File: src/rtl/rv32i_pkg.sv
// ---------------------------------------------------------------------------
// rv32i_pkg
//   Shared definitions for the RV32I decode stage:
//     - major opcode constants (instr[6:0])
//     - opcode class codes (O_EX_OPCLASS encoding) and their width
//     - immediate format selector plus the immediate builder
// ---------------------------------------------------------------------------
package rv32i_pkg;

    localparam logic [6:0] OPC_OP     = 7'b0110011;
    localparam logic [6:0] OPC_OP_IMM = 7'b0010011;
    localparam logic [6:0] OPC_LOAD   = 7'b0000011;
    localparam logic [6:0] OPC_STORE  = 7'b0100011;
    localparam logic [6:0] OPC_BRANCH = 7'b1100011;
    localparam logic [6:0] OPC_JAL    = 7'b1101111;
    localparam logic [6:0] OPC_JALR   = 7'b1100111;
    localparam logic [6:0] OPC_LUI    = 7'b0110111;
    localparam logic [6:0] OPC_AUIPC  = 7'b0010111;
    localparam logic [6:0] OPC_FENCE  = 7'b0001111;
    localparam logic [6:0] OPC_SYSTEM = 7'b1110011;

    localparam int OPCLASS_W = 4;

    typedef enum logic [OPCLASS_W-1:0] {
        CLS_OP     = 4'd0,
        CLS_OP_IMM = 4'd1,
        CLS_LOAD   = 4'd2,
        CLS_STORE  = 4'd3,
        CLS_BRANCH = 4'd4,
        CLS_JAL    = 4'd5,
        CLS_JALR   = 4'd6,
        CLS_LUI    = 4'd7,
        CLS_AUIPC  = 4'd8,
        CLS_FENCE  = 4'd9,
        CLS_SYSTEM = 4'd10
    } opclass_e;

    typedef enum logic [2:0] {
        IMM_NONE,
        IMM_I,
        IMM_S,
        IMM_B,
        IMM_U,
        IMM_J
    } imm_fmt_e;

    // Build the sign-extended immediate; instr[31] is the sign bit of every form.
    function automatic logic [31:0] gen_imm(imm_fmt_e fmt, logic [31:0] instr);
        logic [31:0] imm;
        imm = '0;
        case (fmt)
            IMM_I:   imm = {{20{instr[31]}}, instr[31:20]};
            IMM_S:   imm = {{20{instr[31]}}, instr[31:25], instr[11:7]};
            IMM_B:   imm = {{19{instr[31]}}, instr[31], instr[7], instr[30:25], instr[11:8], 1'b0};
            IMM_U:   imm = {instr[31:12], 12'b0};
            IMM_J:   imm = {{11{instr[31]}}, instr[31], instr[19:12], instr[20], instr[30:21], 1'b0};
            default: imm = '0;
        endcase
        return imm;
    endfunction

endpackage

File: src/rtl/rv32i_decoder.sv
// ---------------------------------------------------------------------------
// rv32i_decoder
//   Purely combinational RV32I instruction classifier.
//   Ports:
//     instr     in  32  instruction word
//     opclass   out 4   opcode class code (0 for illegal)
//     imm       out 32  sign-extended immediate (0 for formats without one)
//     rd_wen    out 1   instruction writes rd and rd != 0
//     uses_rs1  out 1   instruction reads rs1
//     uses_rs2  out 1   instruction reads rs2
//     illegal   out 1   unknown opcode or instr[1:0] != 2'b11
// ---------------------------------------------------------------------------
module rv32i_decoder
    import rv32i_pkg::*;
(
    input  logic [31:0]          instr,
    output logic [OPCLASS_W-1:0] opclass,
    output logic [31:0]          imm,
    output logic                 rd_wen,
    output logic                 uses_rs1,
    output logic                 uses_rs2,
    output logic                 illegal
);

    opclass_e cls;
    imm_fmt_e fmt;
    logic     writes_rd;

    // NOTE: every always_comb output gets a default first so no path leaves
    // it unassigned, which would otherwise infer a latch.
    always_comb begin
        cls       = CLS_OP;
        fmt       = IMM_NONE;
        writes_rd = 1'b0;
        uses_rs1  = 1'b0;
        uses_rs2  = 1'b0;
        illegal   = 1'b0;
        // The full 7-bit match also rejects compressed encodings, since every
        // listed opcode ends in 2'b11.
        case (instr[6:0])
            OPC_OP:     begin cls = CLS_OP;     writes_rd = 1'b1; uses_rs1 = 1'b1; uses_rs2 = 1'b1; end
            OPC_OP_IMM: begin cls = CLS_OP_IMM; fmt = IMM_I; writes_rd = 1'b1; uses_rs1 = 1'b1; end
            OPC_LOAD:   begin cls = CLS_LOAD;   fmt = IMM_I; writes_rd = 1'b1; uses_rs1 = 1'b1; end
            OPC_STORE:  begin cls = CLS_STORE;  fmt = IMM_S; uses_rs1 = 1'b1; uses_rs2 = 1'b1; end
            OPC_BRANCH: begin cls = CLS_BRANCH; fmt = IMM_B; uses_rs1 = 1'b1; uses_rs2 = 1'b1; end
            OPC_JAL:    begin cls = CLS_JAL;    fmt = IMM_J; writes_rd = 1'b1; end
            OPC_JALR:   begin cls = CLS_JALR;   fmt = IMM_I; writes_rd = 1'b1; uses_rs1 = 1'b1; end
            OPC_LUI:    begin cls = CLS_LUI;    fmt = IMM_U; writes_rd = 1'b1; end
            OPC_AUIPC:  begin cls = CLS_AUIPC;  fmt = IMM_U; writes_rd = 1'b1; end
            OPC_FENCE:  begin cls = CLS_FENCE;  fmt = IMM_I; end
            OPC_SYSTEM: begin cls = CLS_SYSTEM; fmt = IMM_I; end
            default:    illegal = 1'b1;
        endcase
    end

    assign opclass = cls;
    assign imm     = gen_imm(fmt, instr);
    assign rd_wen  = writes_rd && (instr[11:7] != 5'd0);

endmodule

File: src/rtl/rv32i_id_stage.sv
// ---------------------------------------------------------------------------
// rv32i_id_stage
//   RV32I instruction-decode / operand-fetch stage.
//   Ports:
//     I_CLK, I_RSTN                  clock (rising edge), async active-low reset
//     I_FLUSH                        redirect from EX; kills ID and ID/EX
//     I_IF_VALID/I_IF_INSTR/I_IF_PC  fetch side, O_IF_READY back to fetch
//     O_RF_SRC*_ADDR, I_RF_SRC*_DATA combinational GPR read ports
//     I_WB_*                         write-back port, bypassed into operands
//     O_EX_*, I_EX_READY             ID/EX pipeline register towards execute
//   Parameters:
//     BYPASS_EN      forward same-cycle write-back data to the operands
//     LOAD_USE_STALL insert one bubble on a load-use hazard
// ---------------------------------------------------------------------------
module rv32i_id_stage
    import rv32i_pkg::*;
#(
    parameter bit BYPASS_EN      = 1'b1,
    parameter bit LOAD_USE_STALL = 1'b1
) (
    input  logic                 I_CLK,
    input  logic                 I_RSTN,
    input  logic                 I_FLUSH,
    input  logic                 I_IF_VALID,
    input  logic [31:0]          I_IF_INSTR,
    input  logic [31:0]          I_IF_PC,
    output logic                 O_IF_READY,
    output logic [4:0]           O_RF_SRC1_ADDR,
    output logic [4:0]           O_RF_SRC2_ADDR,
    input  logic [31:0]          I_RF_SRC1_DATA,
    input  logic [31:0]          I_RF_SRC2_DATA,
    input  logic                 I_WB_WR_EN,
    input  logic [4:0]           I_WB_DST_ADDR,
    input  logic [31:0]          I_WB_DST_DATA,
    output logic                 O_EX_VALID,
    input  logic                 I_EX_READY,
    output logic [31:0]          O_EX_PC,
    output logic [31:0]          O_EX_RS1_DATA,
    output logic [31:0]          O_EX_RS2_DATA,
    output logic [4:0]           O_EX_RS1_ADDR,
    output logic [4:0]           O_EX_RS2_ADDR,
    output logic [31:0]          O_EX_IMM,
    output logic [4:0]           O_EX_RD_ADDR,
    output logic                 O_EX_RD_WEN,
    output logic [OPCLASS_W-1:0] O_EX_OPCLASS,
    output logic [2:0]           O_EX_FUNCT3,
    output logic                 O_EX_FUNCT7B5,
    output logic                 O_EX_ILLEGAL
);

    logic [4:0]           rs1;
    logic [4:0]           rs2;
    logic [OPCLASS_W-1:0] dec_opclass;
    logic [31:0]          dec_imm;
    logic                 dec_rd_wen;
    logic                 dec_uses_rs1;
    logic                 dec_uses_rs2;
    logic                 dec_illegal;
    logic                 adv;
    logic                 load_in_ex;
    logic                 hz;
    logic [31:0]          op1;
    logic [31:0]          op2;

    assign rs1            = I_IF_INSTR[19:15];
    assign rs2            = I_IF_INSTR[24:20];
    assign O_RF_SRC1_ADDR = rs1;
    assign O_RF_SRC2_ADDR = rs2;

    rv32i_decoder u_decoder (
        .instr    (I_IF_INSTR),
        .opclass  (dec_opclass),
        .imm      (dec_imm),
        .rd_wen   (dec_rd_wen),
        .uses_rs1 (dec_uses_rs1),
        .uses_rs2 (dec_uses_rs2),
        .illegal  (dec_illegal)
    );

    // A load still in ID/EX has no data yet; a dependent instruction in ID
    // must wait one cycle so EX-stage forwarding can pick the load result up.
    assign adv        = !O_EX_VALID || I_EX_READY;
    assign load_in_ex = O_EX_VALID && (O_EX_OPCLASS == CLS_LOAD) && (O_EX_RD_ADDR != 5'd0);
    assign hz         = LOAD_USE_STALL && load_in_ex &&
                        ((dec_uses_rs1 && (O_EX_RD_ADDR == rs1)) ||
                         (dec_uses_rs2 && (O_EX_RD_ADDR == rs2)));
    assign O_IF_READY = adv && !hz && !I_FLUSH;

    // The GPR file only updates on the clock edge, so a write-back landing in
    // the same cycle must be taken from the write-back bus. x0 is always zero.
    always_comb begin
        op1 = I_RF_SRC1_DATA;
        op2 = I_RF_SRC2_DATA;
        if (BYPASS_EN && I_WB_WR_EN && (I_WB_DST_ADDR == rs1)) op1 = I_WB_DST_DATA;
        if (BYPASS_EN && I_WB_WR_EN && (I_WB_DST_ADDR == rs2)) op2 = I_WB_DST_DATA;
        if (rs1 == 5'd0) op1 = '0;
        if (rs2 == 5'd0) op2 = '0;
    end

    // NOTE: sequential state uses non-blocking assignments so every register
    // samples pre-edge values regardless of statement order.
    always_ff @(posedge I_CLK or negedge I_RSTN) begin
        if (!I_RSTN) begin
            O_EX_VALID <= 1'b0;
        end else if (I_FLUSH) begin
            O_EX_VALID <= 1'b0;
        end else if (adv && hz) begin
            O_EX_VALID <= 1'b0;
        end else if (adv) begin
            O_EX_VALID <= I_IF_VALID;
        end
    end

    // NOTE: the payload is reset too, because the execute stage observes these
    // outputs directly and they must read as zero out of reset.
    always_ff @(posedge I_CLK or negedge I_RSTN) begin
        if (!I_RSTN) begin
            O_EX_PC       <= '0;
            O_EX_RS1_DATA <= '0;
            O_EX_RS2_DATA <= '0;
            O_EX_RS1_ADDR <= '0;
            O_EX_RS2_ADDR <= '0;
            O_EX_IMM      <= '0;
            O_EX_RD_ADDR  <= '0;
            O_EX_RD_WEN   <= 1'b0;
            O_EX_OPCLASS  <= '0;
            O_EX_FUNCT3   <= '0;
            O_EX_FUNCT7B5 <= 1'b0;
            O_EX_ILLEGAL  <= 1'b0;
        end else if (adv && !hz && !I_FLUSH) begin
            // Payload is don't-care for flushes and bubbles, so it only moves
            // when a real instruction slot is taken.
            O_EX_PC       <= I_IF_PC;
            O_EX_RS1_DATA <= op1;
            O_EX_RS2_DATA <= op2;
            O_EX_RS1_ADDR <= rs1;
            O_EX_RS2_ADDR <= rs2;
            O_EX_IMM      <= dec_imm;
            O_EX_RD_ADDR  <= I_IF_INSTR[11:7];
            O_EX_RD_WEN   <= dec_rd_wen && !dec_illegal;
            O_EX_OPCLASS  <= dec_illegal ? OPCLASS_W'(CLS_OP) : dec_opclass;
            O_EX_FUNCT3   <= I_IF_INSTR[14:12];
            O_EX_FUNCT7B5 <= I_IF_INSTR[30];
            O_EX_ILLEGAL  <= dec_illegal;
        end
    end

endmodule

File: config.mk
export PLATFORM = sky130hd
export DESIGN_NAME = rv32i_id_stage
export DESIGN_NICKNAME = d
export VERILOG_FILES = /design/src/rtl/rv32i_pkg.sv /design/src/rtl/rv32i_decoder.sv /design/src/rtl/rv32i_id_stage.sv
export SDC_FILE = /design/constraint.sdc
export NUM_CORES = 1
export LEC_CHECK = 0
export BUFFER_PORTS_ARGS = -buffer_cell sky130_fd_sc_hd__buf_2
export CAP_MARGIN = 20
export CORE_AREA = 2 2 130 132
export DETAILED_ROUTE_END_ITERATION = 8
export DIE_AREA = 0 0 132 134
export MAX_ROUTING_LAYER = met4
export PLACE_DENSITY = 0.87
export SLEW_MARGIN = 10
export SYNTH_ARGS = -nofsm -noshare
export SYNTH_HDL_FRONTEND = slang
export SYNTH_SLANG_ARGS = --single-unit
File: constraint.sdc
create_clock -name I_CLK -period 4.95 [get_ports I_CLK]
set_input_delay 0.99 -clock I_CLK [delete_from_list [all_inputs] [get_ports I_CLK]]
set_output_delay 0.99 -clock I_CLK [all_outputs]
set_load 0.05 [all_outputs]
## After elaboration in Yosys (flattened, before gate mapping)

Index checks and enable logic that the tools add are counted.

- Register bits: 154
- Bits of input ports: 171
- Output and inout bits: 165
- Word-level logic and storage cells: 77

- Equal/unequal tests: 21
- Multiplexer cells: 15
- Reductions and logical operators: 28

Operators with widths:

| kind | count |
|---|---|
| 32-bit case mux with 5 select lines | 1 |
| 32-bit two-way mux | 4 |
| 4-bit case mux with 10 select lines | 1 |
| 7-bit equality test, second input constant | 4 |
| 7-bit by 6-bit equality test with 1-bit output, second input constant | 3 |
| 5-bit equality test | 4 |
| 3-bit case mux with 5 select lines | 1 |
| 7-bit by 5-bit equality test with 1-bit output, second input constant | 2 |
| 1-bit logical AND | 12 |
| 11-bit OR reduction | 1 |
| 5-bit logical NOT | 2 |
| 5-bit nonzero test | 2 |
| 7-bit by 2-bit equality test with 1-bit output, second input constant | 1 |
| 7-bit by 4-bit equality test with 1-bit output, second input constant | 1 |
| 1-bit two-way mux | 7 |
| 7-bit OR reduction | 1 |
| 3-bit by 2-bit equality test with 1-bit output, second input constant | 2 |
| 3-bit equality test, second input constant | 2 |
| 6-bit OR reduction | 1 |
| 5-bit OR reduction | 1 |
| 4-bit by 2-bit equality test with 1-bit output, second input constant | 1 |
| 4-bit two-way mux | 1 |
| 3-bit by 1-bit equality test with 1-bit output, second input constant | 1 |
| 1-bit logical NOT | 3 |
| other kinds (4) | 5 |

## Depth between registers and ports, before layout

Gate-level depths: netlist of run 1.

- Word-level depth: 9
- Depth in mapped cells: 10
- Mapped depth without buffers: 6

## Modules after synthesis

From an unflattened synthesis of run 1, not the netlist that was laid out.

- Cells, all modules: 753
- Area, all modules: 8,424.3 um^2

By module, submodules not included:

| module | times used | cells each | area an instance (um^2) |
|---|---|---|---|
| rv32i_id_stage | 1 | 611 | 7,556.0 |
| rv32i_decoder | 1 | 142 | 868.3 |

## Worst setup path after synthesis of run 1

OpenSTA, ideal clock, no wires.

- Kind: input port to output port
- From: input port I_IF_INSTR[4]
- To: output port O_IF_READY
- Data arrival time: 2,646 ps
- Required time: 3,960 ps
- Slack: 1,314 ps
- Cell stages on the path: 9
- Buffers on the path: 4
- Cell sequence: clkbuf_1 and3b_1 o2111ai_1 a21oi_1 or2_1 buf_6 buf_6 buf_2 inv_1

- Longest elaborated chain between the ends: 9
- Elaborated cells on any way between the ends: 17
- Classes of those cells: 6 x eq/ne; 2 x mux; 9 x reduce/logical

RTL lines:

| what | line | source |
|---|---|---|
| from (decl) | rv32i_id_stage.sv:25 | `input logic [31:0] I_IF_INSTR,` |
| 7-bit by 6-bit equality test with 1-bit output, or another cell as far along | rv32i_decoder.sv:40 | `case (instr[6:0])` |
| 6-bit OR reduction (no source line) / 3-bit OR reduction (equally long branches) | - |  |
| 1-bit two-way mux | rv32i_decoder.sv:40 |  |
| 1-bit logical AND (on tied branches) | rv32i_id_stage.sv:85, rv32i_id_stage.sv:86 |  |
| 1-bit logical OR * | rv32i_id_stage.sv:85 | `((dec_uses_rs1 && (O_EX_RD_ADDR == rs1)) \|\|` |
| 1-bit logical AND * | rv32i_id_stage.sv:84 | `assign hz = LOAD_USE_STALL && load_in_ex &&` |
| 1-bit logical NOT * | rv32i_id_stage.sv:87 | `assign O_IF_READY = adv && !hz && !I_FLUSH;` |
| 1-bit logical AND * (2 in a row) | rv32i_id_stage.sv:87 |  |
| to (decl) | rv32i_id_stage.sv:27 | `output logic O_IF_READY,` |

Mark *: on every way between the ends. The rest lies on a longest branch, timed or not.

## Worst setup path in the final report of run 1

Same ends and word-level chain as after synthesis.

==> results by group, run 1 <==
Clock network
  • Clk buf depth: 2
  • Clock Sink Count: roughly 150
  • Clk_lat worst skew: approximately 0.42 ns
  • Root Driver: clkbuf_16
  • CTS resizes: 0
  • Worst-path clk slew: 0.06 ns
  • Cts hold-fix bufs: 0
  • Num CTS Buffers: 17
  • CTS tree: done
  • Buffer count from post-CTS setup fixing: 0
  • H-tree depth: 4

Die
  • Die width: about 130 um
  • Die area: around 18000 sq um
  • # IOs: approximately 340
  • Initial core utilization: a little under half
  • # rows: 47
  • Die height: between 100 and 150 um
  • Core area: about 16000 sq um

Setup path
  • CP max-delay cell: o2111ai_1
  • Worst Path Max Fanout: 17
  • Worst path max stage delay: 0.30 ns
  • Buf/Inv on CP: 3
  • Crit path DAT: about 2.5 ns
  • Most Frequent Cell on Critical Path: buf_2
  • Crit-path leading delay family: buffers and inverters
  • Crit path kind: in2out
  • Critical Path End Type: output port
  • CP Launch Type: input port
  • CP Cell Sequence: buf_2 -> and3b_1 -> o2111ai_1 -> a21oi_4 -> or2_4 -> inv_1 -> buf_2
  • Critical Path RT: around 4.0 ns

GRT
  • GRT overflow: 0
  • Pin count of the biggest net entering global routing: approximately 150
  • Vias in the first global route: around 6600
  • Gr usage total: a little over a quarter
  • First-pass GRT wire length: between 30000 and 40000 um
  • Initial antenna violation count: 1

STA
  • Achievable clock frequency: roughly 0.28 GHz
  • RSZ-0062 raised after global routing: false
  • Worst-Margin Slew: approximately 1.1 ns
  • Clock Skew: ~0.009 ns
  • WHS: between 0.5 and 0.6 ns
  • Slew headroom: roughly 26%
  • Fin crit share: a little under three quarters
  • Final Hold Fails: 0
  • Final Setup Violations: 0
  • PnR worst setup slack: 1.42 ns
  • Slew Viols, Final: 0
  • Setup TNS: 0 ns
  • Final min period: 3.53 ns

Synthesis
  • #FFs+latches synth: approximately 150
  • Syn avg cell area: 11.3 sq um
  • Synth top cells by count: dfrtp_1, o21ai_0, mux2i_1
  • Sequential element share of the synthesized area: around half
  • Most common cell in the netlist: dfrtp_1
  • Yosys top cell area share: between 40% and 50%
  • Post-synth EDFFs: 0
  • Syn. warnings: 0
  • Ys flop type: dfrtp_1
  • Top cells by area, synth: dfrtp_1, mux2i_1, mux2_2
  • Synth area leader: dfrtp_1
  • Syn Std Cell Area: 7790 sq um
  • Syn Inst Count: between 600 and 700
  • Post-Syn Nets: between 800 and 900
  • Synth cell types: 46
  • Async SR Flop Fraction: 100%

Layout
  • Layout cells sized above 1: between 40 and 50%
  • Fin util: between 60% and 70%
  • Fin nets: 1155
  • Fill cells: ~1300
  • Area growth syn-to-layout: 29.9%

Power
  • Pwr dens: around 380 nW/um^2
  • Static Leak: around 4.8 nW
  • Max VDD drop: around 0.23 mV

Run status
  • Status: complete, no violations

Routing
  • Vias per cell: roughly 5.4
  • Final wirelength: about 23000 um
  • DRC Markers: 0
  • Via count: between 6000 and 7000
  • Final ANT Viol Nets: 0
  • Drt first pass iters: 5
  • WL per Instance: 18.6 um
  • Initial drt markers: 462

Place
  • IO buf count: 335
  • Dpl hpwl: between 15000 and 20000 um
  • Pre-CTS setup slack: about 1.4 ns
  • Final RePlAce weighted congestion: ~0.88

Flow run
  • Max_cap viols: 0

Worst hold path
  • Hold WC Path Type: reg2reg
==> where the power goes <==
part	internal [mW]	switching (mW)
logic	0.288	0.781
registers	1.39	0.0705
clock network	0.811	0.529
==> state kept, by name, summed over array words and instances (netlist names), 3 cells and up <==
name,flops
O_EX_RS1_DATA,32
O_EX_OPCLASS,4
O_EX_RS1_ADDR,5
O_EX_RS2_ADDR,5
O_EX_RS2_DATA,32
O_EX_RD_ADDR,5
O_EX_IMM,32
O_EX_PC,32
O_EX_FUNCT3,3
==> cell usage in the layout, fill, tap and decap left out, types with 3 or more instances in the layout <==
cell type   count
dfrtp_1       154
a31oi_1         3
a21oi_1        27
o21ai_0        88
or4_1           4
a2111oi_0       8
nor3_1          3
nand2b_1        3
inv_1          24
o31ai_1        34
a22oi_1         4
mux2i_1        77
bufinv_16       3
buf_2         334
o21ai_1         4
nor2_1         12
inv_6           3
buf_4           7
xor2_1         19
clkbuf_16      17
clkinvlp_4      3
nand2_1        25
o31ai_2        32
nor4_1          3
mux2_2         60
xnor2_1         4
==> layer usage <==
| metal | wire length, um | GRT usage [%] | vias up |
|---|---|---|---|
| li1 | - | - | 3095 |
| met1 | 9340 | 32.6 | 3206 |
| met2 | 11600 | 43.3 | 264 |
| met3 | 1300 | 5.06 | 37 |
| met4 | 399 | 8.76 | 0 |
| met5 | 0 | - | - |
==> worst paths after layout <==
kind | start | endpoint | slack [ns] | cells past startpoint
max | I_IF_INSTR[4] | O_IF_READY | 1.42 | 7
min | O_EX_PC[14] | O_EX_PC[14] | 0.50 | 1
max reg2reg | O_EX_RD_ADDR[3] | O_EX_IMM[11] | 2.09 | 7
min reg2reg | O_EX_PC[14] | O_EX_PC[14] | 0.50 | 1
max in group asynchronous | I_RSTN | O_EX_IMM[7] | 3.33 | 2
min in group asynchronous | I_RSTN | O_EX_RS2_ADDR[1] | 0.60 | 1
==> stage by stage <==
stage / std cells / power (mW) / area [sq um]
3_3_place_gp: 1184 / 2.53 / 9490
6_report: 1218 / 3.87 / 10100
3_5_place_dp: 1185 / 2.55 / 9510
5_1_grt: 1218 / 4.02 / 10100
4_1_cts: 1217 / 3.90 / 10100
2_1_floorplan: 692 / 2.23 / 7790
==> cells by family (layout without fill, tap and decap cells) <==
logic type | count (synthesis) | count (layout) | synth area share (%)
xor gates and xnor gates | 23 | 23 | 2.59
muxes | 137 | 137 | 18.6
DFF | 154 | 154 | 49.5
and+or+nand+nor | 72 | 72 | 4.64
other | 0 | 1 | 0
AOI/OAI and AO/OA | 211 | 211 | 18.9
buffers and inverters | 95 | 400 | 5.88
==> final cells by class <==
type                            instances  area, sq um  share of cell area, %
Antenna cell                            1         2.50                 0.0247
Clock buffer                           19          443                   4.38
Clock inverter                         13          166                   1.64
Inverter                               24         90.1                  0.890
Multi-Input combinational cell        443         3510                   34.7
Sequential cell                       154         3850                   38.1
Tap cell                              220          275                   2.72
Timing Repair Buffer                  344         1780                   17.5
No activity file was read; power rests on OpenSTA's default activity.
==> run 2, diff against run 1 <==
Settings changed: CORE_AREA 2 2 130 132 to unset, CORE_UTILIZATION set to 48, DIE_AREA 0 0 132 134 to unset, PLACE_DENSITY 0.87 to 0.88.
Clock period 4.95 ns to 3.6 ns, I/O delays scaled along.
==> run 2 against run 1 <==
  * Setup slack lost 0.87 ns
  * Sequential share of layout area shrank 0.36 points
  * First-iteration DRC count grew 6.5%
  * Critical path type is now reg2out
  * Largest cell class unchanged
  * Hold slack lost 0.13 ns
  * Sequential power grew 38%
  * Via count grew 3.2%
  * Combinational power grew 38%
  * Die area shrank 5.3%
  * Largest power group unchanged
  * Power grew 42%
  * Register-to-register slack lost 1.2 ns
  * Utilization grew 2.2 points
  * Cell count grew 0.16%
==> results by group, run 2 (synthesized netlist as in run 1, its figures left out) <==
Run status
  • Status: complete, no violations

STA
  • Worst-Margin Slew: between 0.8 and 0.9 ns
  • Setup TNS: 0 ns
  • Clock Skew: approximately 0.014 ns
  • Final Hold Fails: 0
  • Fin crit share: between 80% and 90%
  • WHS: 0.371 ns
  • Slew Viols, Final: 0
  • Final Setup Violations: 0
  • Achievable clock frequency: around 0.33 GHz
  • Slew headroom: 41.1%
  • Final min period: 3.05 ns
  • RSZ-0062 raised after global routing: false
  • PnR worst setup slack: ~0.55 ns

Clock network
  • Cts hold-fix bufs: 0
  • Num CTS Buffers: 17
  • Clk_lat worst skew: between 0.4 and 0.5 ns
  • H-tree depth: 4
  • Clock Sink Count: approximately 150
  • Root Driver: clkbuf_16
  • Worst-path clk slew: 0.07 ns
  • CTS resizes: 0
  • Buffer count from post-CTS setup fixing: 0
  • CTS tree: done
  • Clk buf depth: 2

Setup path
  • R2r setup slk: around 0.87 ns
  • CP Cell Sequence: or4_1 -> o211ai_1 -> a21oi_4 -> or2_4 -> inv_1 -> buf_2
  • Crit-path leading delay family: simple AND/OR/NAND/NOR gates
  • Buf/Inv on CP: 2
  • CP max-delay cell: or4_1
  • Crit path kind: reg2out
  • Critical Path RT: between 2 and 3 ns
  • Last element of the critical path: O_IF_READY
  • R2r startpoint: O_EX_OPCLASS[0]
  • Worst path max stage delay: ~0.53 ns
  • Critical Path End Type: output port
  • WP depth: 6
  • Launch point of the worst path: O_EX_RD_ADDR[1]
  • Worst Path Max Fanout: 5
  • R2R depth: 6
  • CP Launch Type: flop
  • Crit path DAT: ~2.3 ns
  • FF-to-FF End: O_EX_RS1_ADDR[3]

Layout
  • Most frequent cells in the layout: buf_2, dfrtp_1, o21ai_0
  • Fin nets: 1161
  • Layout cells sized above 1: 47.9%
  • Fin util: 64.3%
  • Area growth syn-to-layout: 31.1%
  • Final Non-Filler Cells: between 1000 and 1500
  • Most common cell after layout, fill and taps aside: buf_2
  • Fill cells: 1257

Routing
  • Initial drt markers: slightly below 500
  • DRC Markers: 0
  • Via count: slightly below 7000
  • Drt first pass iters: 6
  • Final ANT Viol Nets: 0
  • WL per Instance: 18.8 um
  • Final wirelength: 22900 um
  • Vias per cell: roughly 5.6

Power
  • Max VDD drop: about 0.34 mV
  • Static Leak: around 4.8 nW
  • Pwr dens: 539 nW/um^2

Die
  • # IOs: between 300 and 400
  • Initial core utilization: approximately 49%
  • Die area: 16700 sq um
  • Core area: between 15000 and 20000 sq um
  • # rows: 46
  • Die height: around 130 um
  • Die width: approximately 130 um

Flow run
  • Max_cap viols: 0

Place
  • IO buf count: between 300 and 400
  • Placed Cells: 1187
  • Pre-CTS setup slack: 0.612 ns
  • Dpl hpwl: between 15000 and 20000 um
  • Final RePlAce weighted congestion: approximately 0.98

GRT
  • GRT overflow: 0
  • Initial antenna violation count: 2
  • First-pass GRT wire length: approximately 34000 um
  • Vias in the first global route: approximately 6500
  • Gr usage total: approximately 28%
  • Pin count of the biggest net entering global routing: 94

Worst hold path
  • Hold WC Path Type: in2async
==> run 2: area by class of cell <==
type / count / area (sq um) / share of cell area [%]
antenna: 2 / 5.00 / 0.0490
clock buffer: 20 / 447 / 4.37
timing repair buffer: 350 / 1820 / 17.8
clock inverter: 11 / 216 / 2.12
tap: 216 / 270 / 2.65
inverter: 24 / 90.1 / 0.882
multi-input combinational: 443 / 3510 / 34.4
sequential: 154 / 3850 / 37.7
==> run 2: how the worst min path moves through the flow <==
stage | endpoint | slack (ns)
detailed placement | O_EX_PC[23] | 0.49
global route | O_EX_IMM[18] | 0.43
finish | O_EX_RS1_ADDR[2] | 0.37
global placement | O_EX_PC[14] | 0.48
CTS | O_EX_IMM[31] | 0.40
floorplan | O_EX_FUNCT3[0] | 0.42
==> run 2: report_power, final <==
group	switching, mW	total, mW	internal [mW]	leakage (nW)
registers	0.104	2.02	1.91	1.90
clock network	0.694	2.01	1.32	0.324
logic	1.08	1.48	0.397	2.59
total	1.88	5.50	3.63	4.82
==> run 2: layer usage <==
metal	track usage (%)	wire [um]	share of wire, %
met2	45.6	11400	50
met1	33.3	9160	40
met4	12.0	659	2.9
met3	6.19	1700	7.4
met5	-	0	0
==> run 2: stage by stage <==
step	total power, mW	instance area, sq um
2_1_floorplan	3.07	7790
3_3_place_gp	3.49	9550
3_5_place_dp	3.52	9550
4_1_cts	5.53	10200
5_1_grt	5.69	10200
6_report	5.50	10200
==> run 3, diff against run 2 <==
Clock period 3.6 ns to 3.1 ns, I/O delays scaled along.
==> run 3 against run 2 <==
  * Sequential cell count unchanged
  * Critical path depth unchanged
  * Utilization down 0.055 points
  * Critical endpoint unchanged
  * Largest cell class unchanged
  * Largest power group unchanged
==> results by group, run 3 (synthesized netlist as in run 1, its figures left out) <==
Run status
  • Status: complete, no violations

Setup path
  • R2r startpoint: O_EX_OPCLASS[0]
  • CP Cell Sequence: or4_1 -> o211ai_1 -> a21oi_4 -> or2_4 -> inv_1 -> buf_2
  • Critical Path End Type: output port
  • Crit path kind: reg2out
  • CP Launch Type: flop
  • R2R depth: 7
  • Critical Path RT: 2.48 ns
  • Worst path max stage delay: 0.53 ns
  • WP depth: 6
  • FF-to-FF End: O_EX_RS1_DATA[25]
  • Crit-path leading delay family: simple AND/OR/NAND/NOR gates
  • CP max-delay cell: or4_1
  • Worst Path Max Fanout: 5
  • R2r setup slk: around 0.50 ns
  • Crit path DAT: ~2.3 ns
  • Buf/Inv on CP: 2

GRT
  • First-pass GRT wire length: 34800 um
  • Gr usage total: between 20% and 30%
  • GRT overflow: 0
  • Pin count of the biggest net entering global routing: 86
  • Initial antenna violation count: 0
  • Vias in the first global route: ~6600

Worst hold path
  • Hold WC Path Type: in2async

Routing
  • Final ANT Viol Nets: 0
  • Final wirelength: between 20000 and 25000 um
  • Via count: slightly below 7000
  • Vias per cell: 5.59
  • Wire length on met2: between 10000 and 15000 um
  • Max layer used: met4
  • WL per Instance: approximately 19 um
  • Drt first pass iters: 7
  • DRC Markers: 0
  • Initial drt markers: about 420
  • M1 wire length: about 9000 um
  • Wire length on met3: ~1600 um

STA
  • Slew Viols, Final: 0
  • Achievable clock frequency: 0.339 GHz
  • Slew headroom: 49.2%
  • Final Setup Violations: 0
  • RSZ-0062 raised after global routing: false
  • Final Hold Fails: 0
  • Final min period: 2.95 ns
  • Worst-Margin Slew: 0.762 ns
  • Setup TNS: 0 ns
  • PnR worst setup slack: roughly 0.15 ns
  • Fin crit share: a little over nine tenths
  • Clock Skew: between 0.009 and 0.01 ns

Place
  • Final RePlAce weighted congestion: 0.886
  • Placed Cells: about 1200
  • IO buf count: 335
  • Dpl hpwl: between 15000 and 20000 um
  • Pre-CTS setup slack: roughly 0.28 ns

Layout
  • Most common cell after layout, fill and taps aside: buf_2
  • Layout cells sized above 1: roughly 48%
  • Most frequent cells in the layout: buf_2, dfrtp_1, o21ai_0
  • Area growth syn-to-layout: 31.0%
  • Fin nets: 1163
  • Fin util: approximately 64%
  • Diode count: 0
  • Final Non-Filler Cells: approximately 1200

Clock network
  • Worst-path clk slew: 0.06 ns
  • CTS tree: done
  • Clk buf depth: 2
  • H-tree depth: 4
  • Root Driver: clkbuf_16
  • Clock Sink Count: around 150
  • Num CTS Buffers: 17
  • Cts hold-fix bufs: 0
  • CTS resizes: 0
  • Clk_lat worst skew: between 0.4 and 0.5 ns
  • Buffer count from post-CTS setup fixing: 0

Power
  • Pwr dens: a little over 600 nW/um^2
  • Tot Pwr: 6.16 mW
  • Max VDD drop: 0.411 mV
  • Static Leak: between 4 and 5 nW

Die
  • # rows: 46
  • Die area: between 15000 and 20000 sq um
  • Die width: approximately 130 um
  • # IOs: ~340
  • Core area: around 16000 sq um
  • Initial core utilization: between 40% and 50%
  • Die height: 129 um

Flow run
  • Max_cap viols: 0
==> run 3: changes by cell type in the layout (fill, tap and decap cells not counted), sizes merged <==
cell	change
clkinv	-1
buf	+2
clkinvlp	+3
diode	-2
clkbuf	+1
bufinv	-3
==> run 3: power breakdown <==
part           internal (mW)  switching (mW)
Clock                   1.29           0.807
Sequential              2.22           0.119
Combinational          0.469            1.26
Total                   3.98            2.18
==> run 3: how the worst max path moves through the flow <==
stage,slack (ns),startpoint,end
after floorplan,0.13,O_EX_RD_ADDR[1],O_IF_READY
after global placement,0.34,I_IF_INSTR[18],O_EX_RS1_DATA[26]
after detailed placement,0.28,I_IF_INSTR[18],O_EX_RS1_DATA[25]
after CTS,0.13,O_EX_RD_ADDR[1],O_IF_READY
after global routing,0.06,O_EX_RD_ADDR[1],O_IF_READY
final,0.15,O_EX_RD_ADDR[1],O_IF_READY
==> run 3: layout make-up <==
| cell class | instances | area [sq um] |
|---|---|---|
| Fill cell | 1258 | 5680 |
| Sequential cell | 154 | 3850 |
| Multi-Input combinational cell | 443 | 3510 |
| Timing Repair Buffer | 352 | 1890 |
| Clock buffer | 21 | 450 |
| Tap cell | 216 | 270 |
| Clock inverter | 10 | 144 |
| Inverter | 24 | 90.1 |
==> run 3: layer usage <==
layer,vias up,GRT usage (%)
met4,0,14.2
met5,-,-
li1,3115,-
met1,3291,33.1
met2,339,44.7
met3,72,6.73
==> run 3: through the flow <==
stage	cell area [sq um]	hold slack, ns
2_1_floorplan	7790	0.324
3_3_place_gp	9610	0.481
3_5_place_dp	9610	0.487
4_1_cts	10200	0.171
5_1_grt	10200	0.183
6_report	10200	0.160
